## src/rtl/score_keeper_pkg.sv

```systemverilog
// Shared types and constants for the two-player score keeper.
package score_keeper_pkg;

    // Game phases: still playing, or one of the two players has won.
    typedef enum logic [1:0] {
        PLAY  = 2'd0,
        P1WON = 2'd1,
        P2WON = 2'd2
    } game_state_t;

    // Width of each player's score register.
    localparam int SCORE_W = 4;

    // Default point total that ends a game.
    localparam int WIN_SCORE_DEF = 3;

    // A point request is only usable when exactly one player pressed this cycle.
    function automatic logic lone_rise(input logic a, input logic b);
        return a ^ b;
    endfunction

endpackage

```

## src/rtl/score_keeper_rise_detect.sv

```systemverilog
// Rising-edge detector for one debounced button level.
// The history bit resets high, so a button already held at reset is not seen as a press.
module rise_detect (
    input  logic clk,
    input  logic rst,
    input  logic din,
    output logic rise
);

    logic hist_r;

    // Remember the level sampled at the previous edge.
    always_ff @(posedge clk) begin
        if (rst) begin
            hist_r <= 1'b1;
        end else begin
            hist_r <= din;
        end
    end

    assign rise = din & ~hist_r;

endmodule

```

## src/rtl/score_keeper.sv

```systemverilog
// Two-player score keeper: counts debounced button presses, applies a lockout
// after each accepted point and stops the game when a player reaches WIN_SCORE.
module score_keeper
    import score_keeper_pkg::*;
#(
    parameter int WIN_SCORE   = WIN_SCORE_DEF,
    parameter int LOCKOUT_CYC = 4
) (
    input  logic               CLK,
    input  logic               RST,
    input  logic               NEWGAME,
    input  logic               P1PT,
    input  logic               P2PT,
    output logic [SCORE_W-1:0] P1TTLSCR,
    output logic [SCORE_W-1:0] P2TTLSCR,
    output logic               GAMEOVER,
    output logic               LOCKED
);

    localparam int                 LCW    = $clog2(LOCKOUT_CYC + 1);
    localparam logic [SCORE_W-1:0] WIN_V  = SCORE_W'(WIN_SCORE);
    localparam logic [LCW-1:0]     LOCK_V = LCW'(LOCKOUT_CYC);

    // A 4-bit score can only represent win totals of 1..15.
    generate
        if (WIN_SCORE < 1 || WIN_SCORE > 15) begin : g_bad_win
            $error("score_keeper: WIN_SCORE must be within 1..15");
        end
    endgenerate

    game_state_t    state_r;
    logic [LCW-1:0] lock_cnt_r;
    logic [LCW-1:0] lock_nxt_s;
    logic           p1_rise_s;
    logic           p2_rise_s;
    logic           p1_acc_s;
    logic           p2_acc_s;

    rise_detect u_p1_rise (
        .clk  (CLK),
        .rst  (RST),
        .din  (P1PT),
        .rise (p1_rise_s)
    );

    rise_detect u_p2_rise (
        .clk  (CLK),
        .rst  (RST),
        .din  (P2PT),
        .rise (p2_rise_s)
    );

    // Decide whether a lone press is accepted as a point this cycle.
    always_comb begin
        p1_acc_s = 1'b0;
        p2_acc_s = 1'b0;
        if ((state_r == PLAY) && (lock_cnt_r == '0) && lone_rise(p1_rise_s, p2_rise_s)) begin
            p1_acc_s = p1_rise_s & (P1TTLSCR < WIN_V);
            p2_acc_s = p2_rise_s & (P2TTLSCR < WIN_V);
        end else begin
            p1_acc_s = 1'b0;
            p2_acc_s = 1'b0;
        end
    end

    // Next lockout count: run down while active, reload on an accepted point.
    always_comb begin
        lock_nxt_s = lock_cnt_r;
        if (lock_cnt_r != '0) begin
            lock_nxt_s = lock_cnt_r - LCW'(1);
        end else if (p1_acc_s || p2_acc_s) begin
            lock_nxt_s = LOCK_V;
        end else begin
            lock_nxt_s = '0;
        end
    end

    // Game FSM with registered scores, game-over flag and lockout state.
    always_ff @(posedge CLK) begin
        if (RST || NEWGAME) begin
            state_r    <= PLAY;
            P1TTLSCR   <= '0;
            P2TTLSCR   <= '0;
            GAMEOVER   <= 1'b0;
            LOCKED     <= 1'b0;
            lock_cnt_r <= '0;
        end else begin
            lock_cnt_r <= lock_nxt_s;
            LOCKED     <= (lock_nxt_s != '0);
            case (state_r)
                PLAY: begin
                    if (p1_acc_s) begin
                        P1TTLSCR <= P1TTLSCR + SCORE_W'(1);
                        if (P1TTLSCR == (WIN_V - SCORE_W'(1))) begin
                            state_r  <= P1WON;
                            GAMEOVER <= 1'b1;
                        end
                    end else if (p2_acc_s) begin
                        P2TTLSCR <= P2TTLSCR + SCORE_W'(1);
                        if (P2TTLSCR == (WIN_V - SCORE_W'(1))) begin
                            state_r  <= P2WON;
                            GAMEOVER <= 1'b1;
                        end
                    end
                end
                P1WON, P2WON: begin
                    GAMEOVER <= 1'b1;
                end
                default: begin
                    state_r  <= PLAY;
                    GAMEOVER <= 1'b0;
                end
            endcase
        end
    end

endmodule

```

## config.mk

```make
export PLATFORM = sky130hd
export DESIGN_NAME = score_keeper
export DESIGN_NICKNAME = d
export VERILOG_FILES = /design/src/rtl/score_keeper_pkg.sv /design/src/rtl/score_keeper_rise_detect.sv /design/src/rtl/score_keeper.sv
export SDC_FILE = /design/constraint.sdc
export NUM_CORES = 1
export LEC_CHECK = 0
export ABC_CLOCK_PERIOD_IN_PS = 1600
export CORE_MARGIN = 5
export CORE_UTILIZATION = 30
export DETAILED_ROUTE_END_ITERATION = 6
export PLACE_DENSITY_LB_ADDON = 0.25
export SYNTH_ARGS = -nofsm -noshare
export SYNTH_HDL_FRONTEND = slang
export SYNTH_SLANG_ARGS = --single-unit
```

## constraint.sdc

```tcl
create_clock -name CLK -period 1.6 [get_ports CLK]
set_clock_uncertainty 0.05 [all_clocks]
set_input_delay 0.24 -clock CLK [delete_from_list [all_inputs] [get_ports CLK]]
set_output_delay 0.24 -clock CLK [all_outputs]
set_load 0.005 [all_outputs]
```

==> results of run 1 <==
## cell families after synthesis
logic type,count (synthesis)
XOR/XNOR,2
AO/OA/AOI/OAI,13
AND/OR/NAND/NOR,31
multiplexers,1
buffers and inverters,7
adder cells (fa/ha/maj),6
flip-flops,17
## worst max-delay path: cells and delay by family, from the launching register on
family	cells	cell delay, ps
flops	1	340
compound gates	1	80
simple gates	3	760
fa+ha+maj	1	130
buf+inv	2	180
## how the worst max path moves through the flow
stage	startpoint	endpoint	slack, ps	depth (start not counted)
2_1_floorplan	state_r[0]	GAMEOVER	70	7
3_3_place_gp	P1PT	state_r[1]	-90	6
3_5_place_dp	P2PT	GAMEOVER	-130	6
4_1_cts	state_r[0]	GAMEOVER	5	7
5_1_grt	state_r[0]	state_r[1]	-80	7
6_report	state_r[0]	state_r[1]	-20	7
## registers in the layout, indices dropped and copies added (netlist names)
name and cells:
P1TTLSCR 4, P2TTLSCR 4, u_p1_rise.hist_r 1, u_p2_rise.hist_r 1, LOCKED 1, GAMEOVER 1, state_r 2, lock_cnt_r 3
## power by group through the flow
| stage | logic [mW] | registers (mW) | clock network (mW) |
|---|---|---|---|
| floorplan | 0.0354 | 0.446 | 0 |
| global placement | 0.0625 | 0.446 | 0 |
| detailed placement | 0.0629 | 0.446 | 0 |
| CTS | 0.0652 | 0.436 | 0.243 |
| global route | 0.0727 | 0.437 | 0.256 |
| finish | 0.0656 | 0.436 | 0.230 |
## area by class of cell
cell class	instances	area, µm²
flip-flops and latches	17	344
multi-input cells	53	397
fillers	239	1400
well taps	30	37.5
inverters	5	18.8
repair buffers	23	208
clock buffers	4	26.3
## cells in the mapped netlist
cell type / number / area [µm²]
a21oi_1: 4 / 20.0
nand4_1: 1 / 6.26
mux2i_1: 1 / 10.0
nor4b_4: 1 / 23.8
buf_4: 1 / 7.51
clkbuf_1: 1 / 3.75
a211oi_1: 3 / 22.5
nor3_1: 4 / 20.0
inv_1: 5 / 18.8
ha_1: 6 / 75.1
nor2_1: 9 / 33.8
a21oi_2: 1 / 8.76
or3_1: 1 / 6.26
nand2b_1: 1 / 6.26
and4bb_4: 1 / 16.3
a31oi_1: 1 / 6.26
nand2_1: 4 / 15.0
or2_2: 3 / 18.8
nor2b_1: 1 / 6.26
o21ai_0: 2 / 10.0
dfxtp_1: 17 / 340
and4_2: 1 / 10.0
and2_1: 4 / 25.0
xnor2_1: 2 / 17.5
a21o_1: 1 / 7.51
a21boi_2: 1 / 11.3
## timing repair
action                                 4_1_cts  5_1_grt
resized for setup                            2        7
pin swaps                                    4        7
setup endpoints to repair                    2        7
setup buffers                                3        2
endpoints found under the hold margin        0        0
## layer usage
layer / track usage / vias to the layer above / part of all wire
met5: 0 / - / 0
met4: 0.0411 / 0 / 0.017
met3: 0.0454 / 4 / 0.087
met2: 0.157 / 15 / 0.42
met1: 0.106 / 256 / 0.48
li1: - / 313 / -
## metrics by stage
step | setup TNS [ps] | util | power (mW) | hold WS (ps)
detailed placement | -466 | 0.388 | 0.509 | 414
global route | -144 | 0.424 | 0.767 | 467
CTS | 0 | 0.409 | 0.745 | 430
global placement | -285 | 0.388 | 0.508 | 403
floorplan | 0 | - | 0.481 | 294
finish | -23.9 | 0.424 | 0.732 | 421
==> flow_summary.toml, run 1 <==
[yosys]
yosys.area_share.simple = 0.251
synth_cell_types = 26
synth_compound_area_frac = 0.116
ys.warnings.count = 0
synth.area.mux_share = 0.0134
synth_xor_area_frac = 0.0235
synth_top_family_by_area = "simple AND/OR/NAND/NOR gates"
syn_nets = 88
synthAdderAreaFrac = 0.101
syn_area_per_cell_um2 = 9.70
synthCells = 77
ys_seq_area_frac = 0.456
ys_seq_elements = 17
synthesis.area_um2 = 747

[timing]
fin_ws_ps = -23.9
slew_headroom = 0.817
tightestPinTransition_ps = 273
rsz0062_at_grt = "yes"
min_period_ps = 1620
fmax_mhz = 616
finalHoldViolations = 0
setup_viol = 1
fin_crit_sh = 1.01
slew_violations = 0

[global_route]
grt_pass1_wl_um = 2590
antenna_found_initial = 0
grt_max_degree = 11
grt_use_total = 0.0963
overflow = 0
grt_pass1_vias = 624

[detailed_routing]
wirelength_um = 1500
avgRoutedWirePerCell_um = 11.4
via_per_inst = 4.45
drc_errors = 0
first_pass_iters = 4
drt_iter0_drc = 19
vias = 588
ant_nets = 0

[clock_tree]
cts_buffers = 3
clk_pin_slew_worst_paths_ps = 100
insertion_delay_ps = 290
cts.sinks = 17
cts.path.max_buffers = 2
tritoncts = "built"
cts_max_level = 1
cts_root_buffer = "clkbuf_4"
hold_buffers = 0

[pwr]
p_clk_frac = 0.314
p_comb_frac = 0.090
seq_power_share = 0.596
ir_worst_vdd_uv = 430
p_switching_mw = 0.167
power_density_mw_per_mm2 = 710
power_leakage_nw = 0.406
p_int_mw = 0.565
switching_share = 0.228

[critical_path]
critical_path_required_ps = 1750
crit_type = "flip-flop to flip-flop"
cpPeakStageDelay_ps = 340
critical_path_arrival_ps = 1770
r2r_cells = 7
r2r-start = "state_r[0]"
cp_slowest_cell = "dfxtp_2"
path_max_fanout = 4
path_cells = "inv_2 -> ha_4 -> nor4b_4 -> and4bb_4 -> buf_4 -> a31oi_1 -> nor3_1"
end_kind = "flip-flop"
start_kind = "flip-flop"
worstReg2RegEnd = "state_r[1]"
r2r_slack_ps = -20

[placement]
post_dp_cell_area_um2 = 943
io_buffers = 14
hpwl_um = 1110
pre_cts_slack_ps = -126
placed_cells = 123
routabilityCongestion = 0.891

[worst_hold_path]
min_from = "GAMEOVER"
hold_class = "flip-flop to flip-flop"
hold_path_depth = 2
hold_path_end = "GAMEOVER"

[floorplanning]
coreArea_mm2 = 0.00243
die_y_um = 59.9
start_util = 0.307
die_area_mm2 = 0.00359
ioPinCount = 15
die_w_um = 59.9
num_rows = 18

[final_layout]
final_area_mm2 = 0.00103
diodes = 0
final_cell_mix = "dfxtp_1 (14), clkdlybuf4s50_1 (14), buf_4 (9)"
drive_above_1_share = 0.275
layout.nets = 114
instances_no_fill = 132
area_delta_synth_final_pct = 38.0

[outcome]
status = "complete, but fails checks"
violations = "negative setup slack"

[run]
cap_violations = 0
(Power assumes the default switching activity.)
==> run 2, diff against run 1 <==
--- a/config.mk
+++ b/config.mk
@@ -6,6 +6,8 @@
 export NUM_CORES = 1
 export LEC_CHECK = 0
 export ABC_CLOCK_PERIOD_IN_PS = 1600
+export CELL_PAD_IN_SITES_DETAIL_PLACEMENT = 0
+export CELL_PAD_IN_SITES_GLOBAL_PLACEMENT = 1
 export CORE_MARGIN = 5
 export CORE_UTILIZATION = 30
 export DETAILED_ROUTE_END_ITERATION = 6
==> run 2 against run 1 <==
The flow now finishes without violations. First-iteration DRC count fell by 74%. Sequential share of layout area increased by 0.29 points. Critical path type unchanged. Register-to-register slack gained 30 ps. Routed wire length is 1.9% lower. Cell area decreased by 0.85%. Largest power group unchanged. Worst setup slack improved by 31 ps.
==> flow_summary.toml, run 2 (synthesized netlist as in run 1, its figures left out) <==
[timing]
tns_ps = 0
fin_crit_sh = 0.996
rsz0062_at_grt = "yes"
setup_viol = 0
slew_violations = 0
slew_headroom = 0.812
fmax_mhz = 628
tightestPinTransition_ps = 280
min_period_ps = 1590
finalHoldViolations = 0

[clock_tree]
tritoncts = "built"
insertion_delay_ps = 290
cts.path.max_buffers = 2
cts_buffers = 3
clk_pin_slew_worst_paths_ps = 100
cts_root_buffer = "clkbuf_4"
hold_buffers = 0
cts_max_level = 1
cts.sinks = 17

[global_route]
grt_use_total = 0.0938
grt_max_degree = 11
overflow = 0
antenna_found_initial = 0
grt_pass1_vias = 554
grt_pass1_wl_um = 2480

[placement]
routabilityCongestion = 0.832
io_buffers = 14
hpwl_um = 1130

[pwr]
power_leakage_nw = 0.398
ir_worst_vdd_uv = 526
power_density_mw_per_mm2 = 719
power.total_mw = 0.735

[outcome]
status = "complete, no violations"

[detailed_routing]
via_per_inst = 4.49
wirelength_um = 1480
ant_nets = 0
first_pass_iters = 4
drt_iter0_drc = 5
avgRoutedWirePerCell_um = 11.3
vias = 584
drc_errors = 0

[floorplanning]
ioPinCount = 15
die_w_um = 59.9
coreArea_mm2 = 0.00243
die_y_um = 59.9
start_util = 0.307
num_rows = 18
die_area_mm2 = 0.00359

[final_layout]
reg.largest.list = "P1TTLSCR x4, P2TTLSCR x4, lock_cnt_r x3"
diodes = 0
drive_above_1_share = 0.260
final_cell_mix = "dfxtp_1 (14), clkdlybuf4s50_1 (14), nor2_1 (8)"
layout.nets = 112
area_delta_synth_final_pct = 36.9

[critical_path]
start_kind = "flip-flop"
crit_type = "flip-flop to flip-flop"
end_kind = "flip-flop"
path_max_fanout = 5
critical_path_arrival_ps = 1730
critical_path_required_ps = 1730

[run]
cap_violations = 0

[worst_hold_path]
hold_class = "flip-flop to flip-flop"
run 2: critical path, cell delays in order, from the launching register on:
cell	delay, ps
dfxtp_2	330
inv_2	60
ha_4	130
nor4b_4	250
and4bb_4	290
buf_6	110
buf_4	110
xnor2_2	100
nor2_1	60
run 2: report_power, final:
group / internal, mW / switching (mW)
combinational: 0.0391 / 0.0291
sequential: 0.431 / 0.00482
clock: 0.0970 / 0.135
run 2: per-stage QoR:
step | setup WS (ps) | cells | util | hold WS (ps) | instance area (µm²)
2_1_floorplan | 69.6 | 77 | - | 294 | 747
3_3_place_gp | -107 | 125 | 0.394 | 407 | 958
3_5_place_dp | -126 | 125 | 0.394 | 406 | 958
4_1_cts | 0.425 | 129 | 0.406 | 423 | 987
5_1_grt | -93.6 | 130 | 0.420 | 469 | 1020
6_report | 6.85 | 130 | 0.420 | 422 | 1020
run 2: path summary, 6_finish.rpt:
check | start | cells after the start | slack, ps | end
setup / recovery | state_r[1] | 8 | 7 | P2TTLSCR[0]
hold / removal | GAMEOVER | 2 | 420 | GAMEOVER
setup reg to reg | state_r[1] | 8 | 7 | P2TTLSCR[0]
hold reg to reg | GAMEOVER | 2 | 420 | GAMEOVER
run 2: final cells by class:
class	count	area, µm²
inverter	5	18.8
multi-input combinational	53	399
timing repair buffer	21	196
sequential	17	344
clock buffer	4	26.3
fill	253	1410
tap	30	37.5
run 2: repair_timing:
| action | 4_1_cts | 5_1_grt |
|---|---|---|
| endpoints found under the setup margin | 1 | 8 |
| buffers inserted | 0 | 1 |
| pin swaps | 0 | 7 |
| gates resized for setup | 1 | 10 |
run 2: metal layers:
metal | GRT usage | vias up | routed length, µm | part of all wire
met1 | 0.115 | 263 | 707 | 0.48
met4 | 0.0380 | 0 | 21 | 0.014
met3 | 0.0432 | 2 | 102 | 0.069
li1 | - | 309 | - | -
met2 | 0.140 | 10 | 644 | 0.44
met5 | 0 | - | 0 | 0
==> run 3, diff against run 2 <==
--- a/config.mk
+++ b/config.mk
@@ -5,7 +5,7 @@
 export SDC_FILE = /design/constraint.sdc
 export NUM_CORES = 1
 export LEC_CHECK = 0
-export ABC_CLOCK_PERIOD_IN_PS = 1600
+export ABC_CLOCK_PERIOD_IN_PS = 1400
 export CELL_PAD_IN_SITES_DETAIL_PLACEMENT = 0
 export CELL_PAD_IN_SITES_GLOBAL_PLACEMENT = 1
 export CORE_MARGIN = 5
==> constraint.sdc (replaced) <==
create_clock -name CLK -period 1.4 [get_ports CLK]
set_clock_uncertainty 0.05 [all_clocks]
set_input_delay 0.21 -clock CLK [delete_from_list [all_inputs] [get_ports CLK]]
set_output_delay 0.21 -clock CLK [all_outputs]
set_load 0.005 [all_outputs]
==> run 3 against run 2 <==
The run now ends with negative setup slack left. Cell area grew 16%. Critical endpoint is now P1TTLSCR[1]. Power grew 17%. Non-clock buffer count grew 11. Largest cell class unchanged. Critical path depth is the same. Combinational power grew 64%. First-iteration DRC count grew 120%. Hold slack lost 7.0 ps. Via count grew 9.1%.
==> flow_summary.toml, run 3 (synthesized netlist as in run 1, its figures left out) <==
[detailed_routing]
first_pass_iters = 4
drc_errors = 0
avgRoutedWirePerCell_um = 11.9
vias = 637
via_per_inst = 4.52
ant_nets = 0
wirelength_um = 1670
drt_iter0_drc = 11

[timing]
setup_viol = 9
min_period_ps = 1620
fin_ws_ps = -218
slew_headroom = 0.819
tns_ps = -1690
rsz0062_at_grt = "yes"
finalHoldViolations = 0
fin_crit_sh = 1.16
fmax_mhz = 618
slew_violations = 0
tightestPinTransition_ps = 271

[worst_hold_path]
hold_path_end = "GAMEOVER"
min_from = "GAMEOVER"
hold_path_depth = 2
hold_class = "flip-flop to flip-flop"

[global_route]
antenna_found_initial = 0
grt_use_total = 0.103
overflow = 0
grt_max_degree = 11
grt_pass1_vias = 639
grt_pass1_wl_um = 2760

[critical_path]
start_kind = "flip-flop"
r2r_cells = 8
r2r-start = "state_r[0]"
end_kind = "flip-flop"
critical_path_arrival_ps = 1770
crit_type = "flip-flop to flip-flop"
worstReg2RegEnd = "P1TTLSCR[1]"
path_max_fanout = 5
critical_path_required_ps = 1550
r2r_slack_ps = -220

[clock_tree]
cts_max_level = 1
cts_root_buffer = "clkbuf_4"
tritoncts = "built"
cts.path.max_buffers = 2
cts.sinks = 17
insertion_delay_ps = 280
hold_buffers = 0
clk_pin_slew_worst_paths_ps = 90
cts_buffers = 3

[final_layout]
area_delta_synth_final_pct = 58.5
reg.largest.list = "P1TTLSCR x4, P2TTLSCR x4, lock_cnt_r x3"
layout.nets = 123
final_cell_mix = "buf_4 (14), dfxtp_2 (10), dfxtp_1 (7)"
diodes = 0
final_common_cell = "buf_4"
final_area_mm2 = 0.00118
drive_above_1_share = 0.459

[outcome]
violations = "negative setup slack"
status = "complete, but fails checks"

[placement]
routabilityCongestion = 0.763
io_buffers = 14
hpwl_um = 1210
post_dp_cell_area_mm2 = 0.00102

[pwr]
p_int_mw = 0.668
switching_share = 0.226
p_clk_frac = 0.295
p_switching_mw = 0.195
seq_power_share = 0.575
ir_worst_vdd_uv = 669
power_leakage_nw = 0.586
p_comb_frac = 0.130
power_density_mw_per_mm2 = 730

[run]
cap_violations = 0

[floorplanning]
die_y_um = 59.9
ioPinCount = 15
num_rows = 18
coreArea_mm2 = 0.00243
die_area_mm2 = 0.00359
start_util = 0.307
die_w_um = 59.9
## run 3: cell count changes in the layout (fill, tap and decap cells not counted), moves of 2 or more
cell / delta
clkdlybuf4s50_1: -9
buf_4: +8
dfxtp_1: -7
dfxtp_2: +7
dlymetal6s2s_1: +5
dlygate4sd2_1: +4
a21oi_1: -2
a21oi_2: +2
nor2_1: -2
nor2_4: +2
## run 3: how the worst max path moves through the flow
stage / from / end / cells after the start / slack (ps)
after floorplan: state_r[1] / GAMEOVER / 7 / -70
after global placement: P2PT / GAMEOVER / 6 / -290
after detailed placement: P2PT / GAMEOVER / 6 / -300
after CTS: state_r[0] / state_r[1] / 7 / -210
after global routing: state_r[1] / GAMEOVER / 7 / -340
final: state_r[0] / P1TTLSCR[1] / 8 / -220
## run 3: layout make-up
class | count | area, µm²
Clock buffer | 4 | 26.3
Inverter | 5 | 18.8
Multi-Input combinational cell | 53 | 438
Timing Repair Buffer | 32 | 310
Fill cell | 245 | 1250
Tap cell | 30 | 37.5
Sequential cell | 17 | 353
## run 3: power groups by stage
| stage | registers, mW | clock network (mW) | logic [mW] |
|---|---|---|---|
| final | 0.497 | 0.255 | 0.112 |
| after global routing | 0.498 | 0.289 | 0.122 |
| after CTS | 0.497 | 0.268 | 0.0940 |
| after detailed placement | 0.508 | 0 | 0.0837 |
| after global placement | 0.508 | 0 | 0.0827 |
| after floorplan | 0.510 | 0 | 0.0408 |
## run 3: timing repair
item,CTS,global route
resized for setup,16,19
pin swaps,5,7
buffers inserted,5,2
endpoints found under the setup margin,17,15
## run 3: worst max-delay path, cell delays in order, from the launching register on
cell and delay [ps]:
dfxtp_2 330, inv_2 60, ha_4 120, nor4b_4 230, buf_4 160, buf_4 100, and4_4 280, nor2_1 50
a211oi_1 150
## run 3: stage by stage
step	power [mW]	utilization	hold WS, ps	setup WS (ps)	cells
2_1_floorplan	0.550	-	264	-70.9	77
5_1_grt	0.909	0.487	444	-344	141
4_1_cts	0.859	0.453	422	-208	140
6_report	0.864	0.487	415	-218	141
3_3_place_gp	0.590	0.419	398	-288	131
3_5_place_dp	0.592	0.419	407	-304	131
## run 3: metal layers
layer	global-route usage	share of wire
met5	0	0
met1	0.124	0.46
met2	0.168	0.47
met3	0.0432	0.060
met4	0.0285	0.011
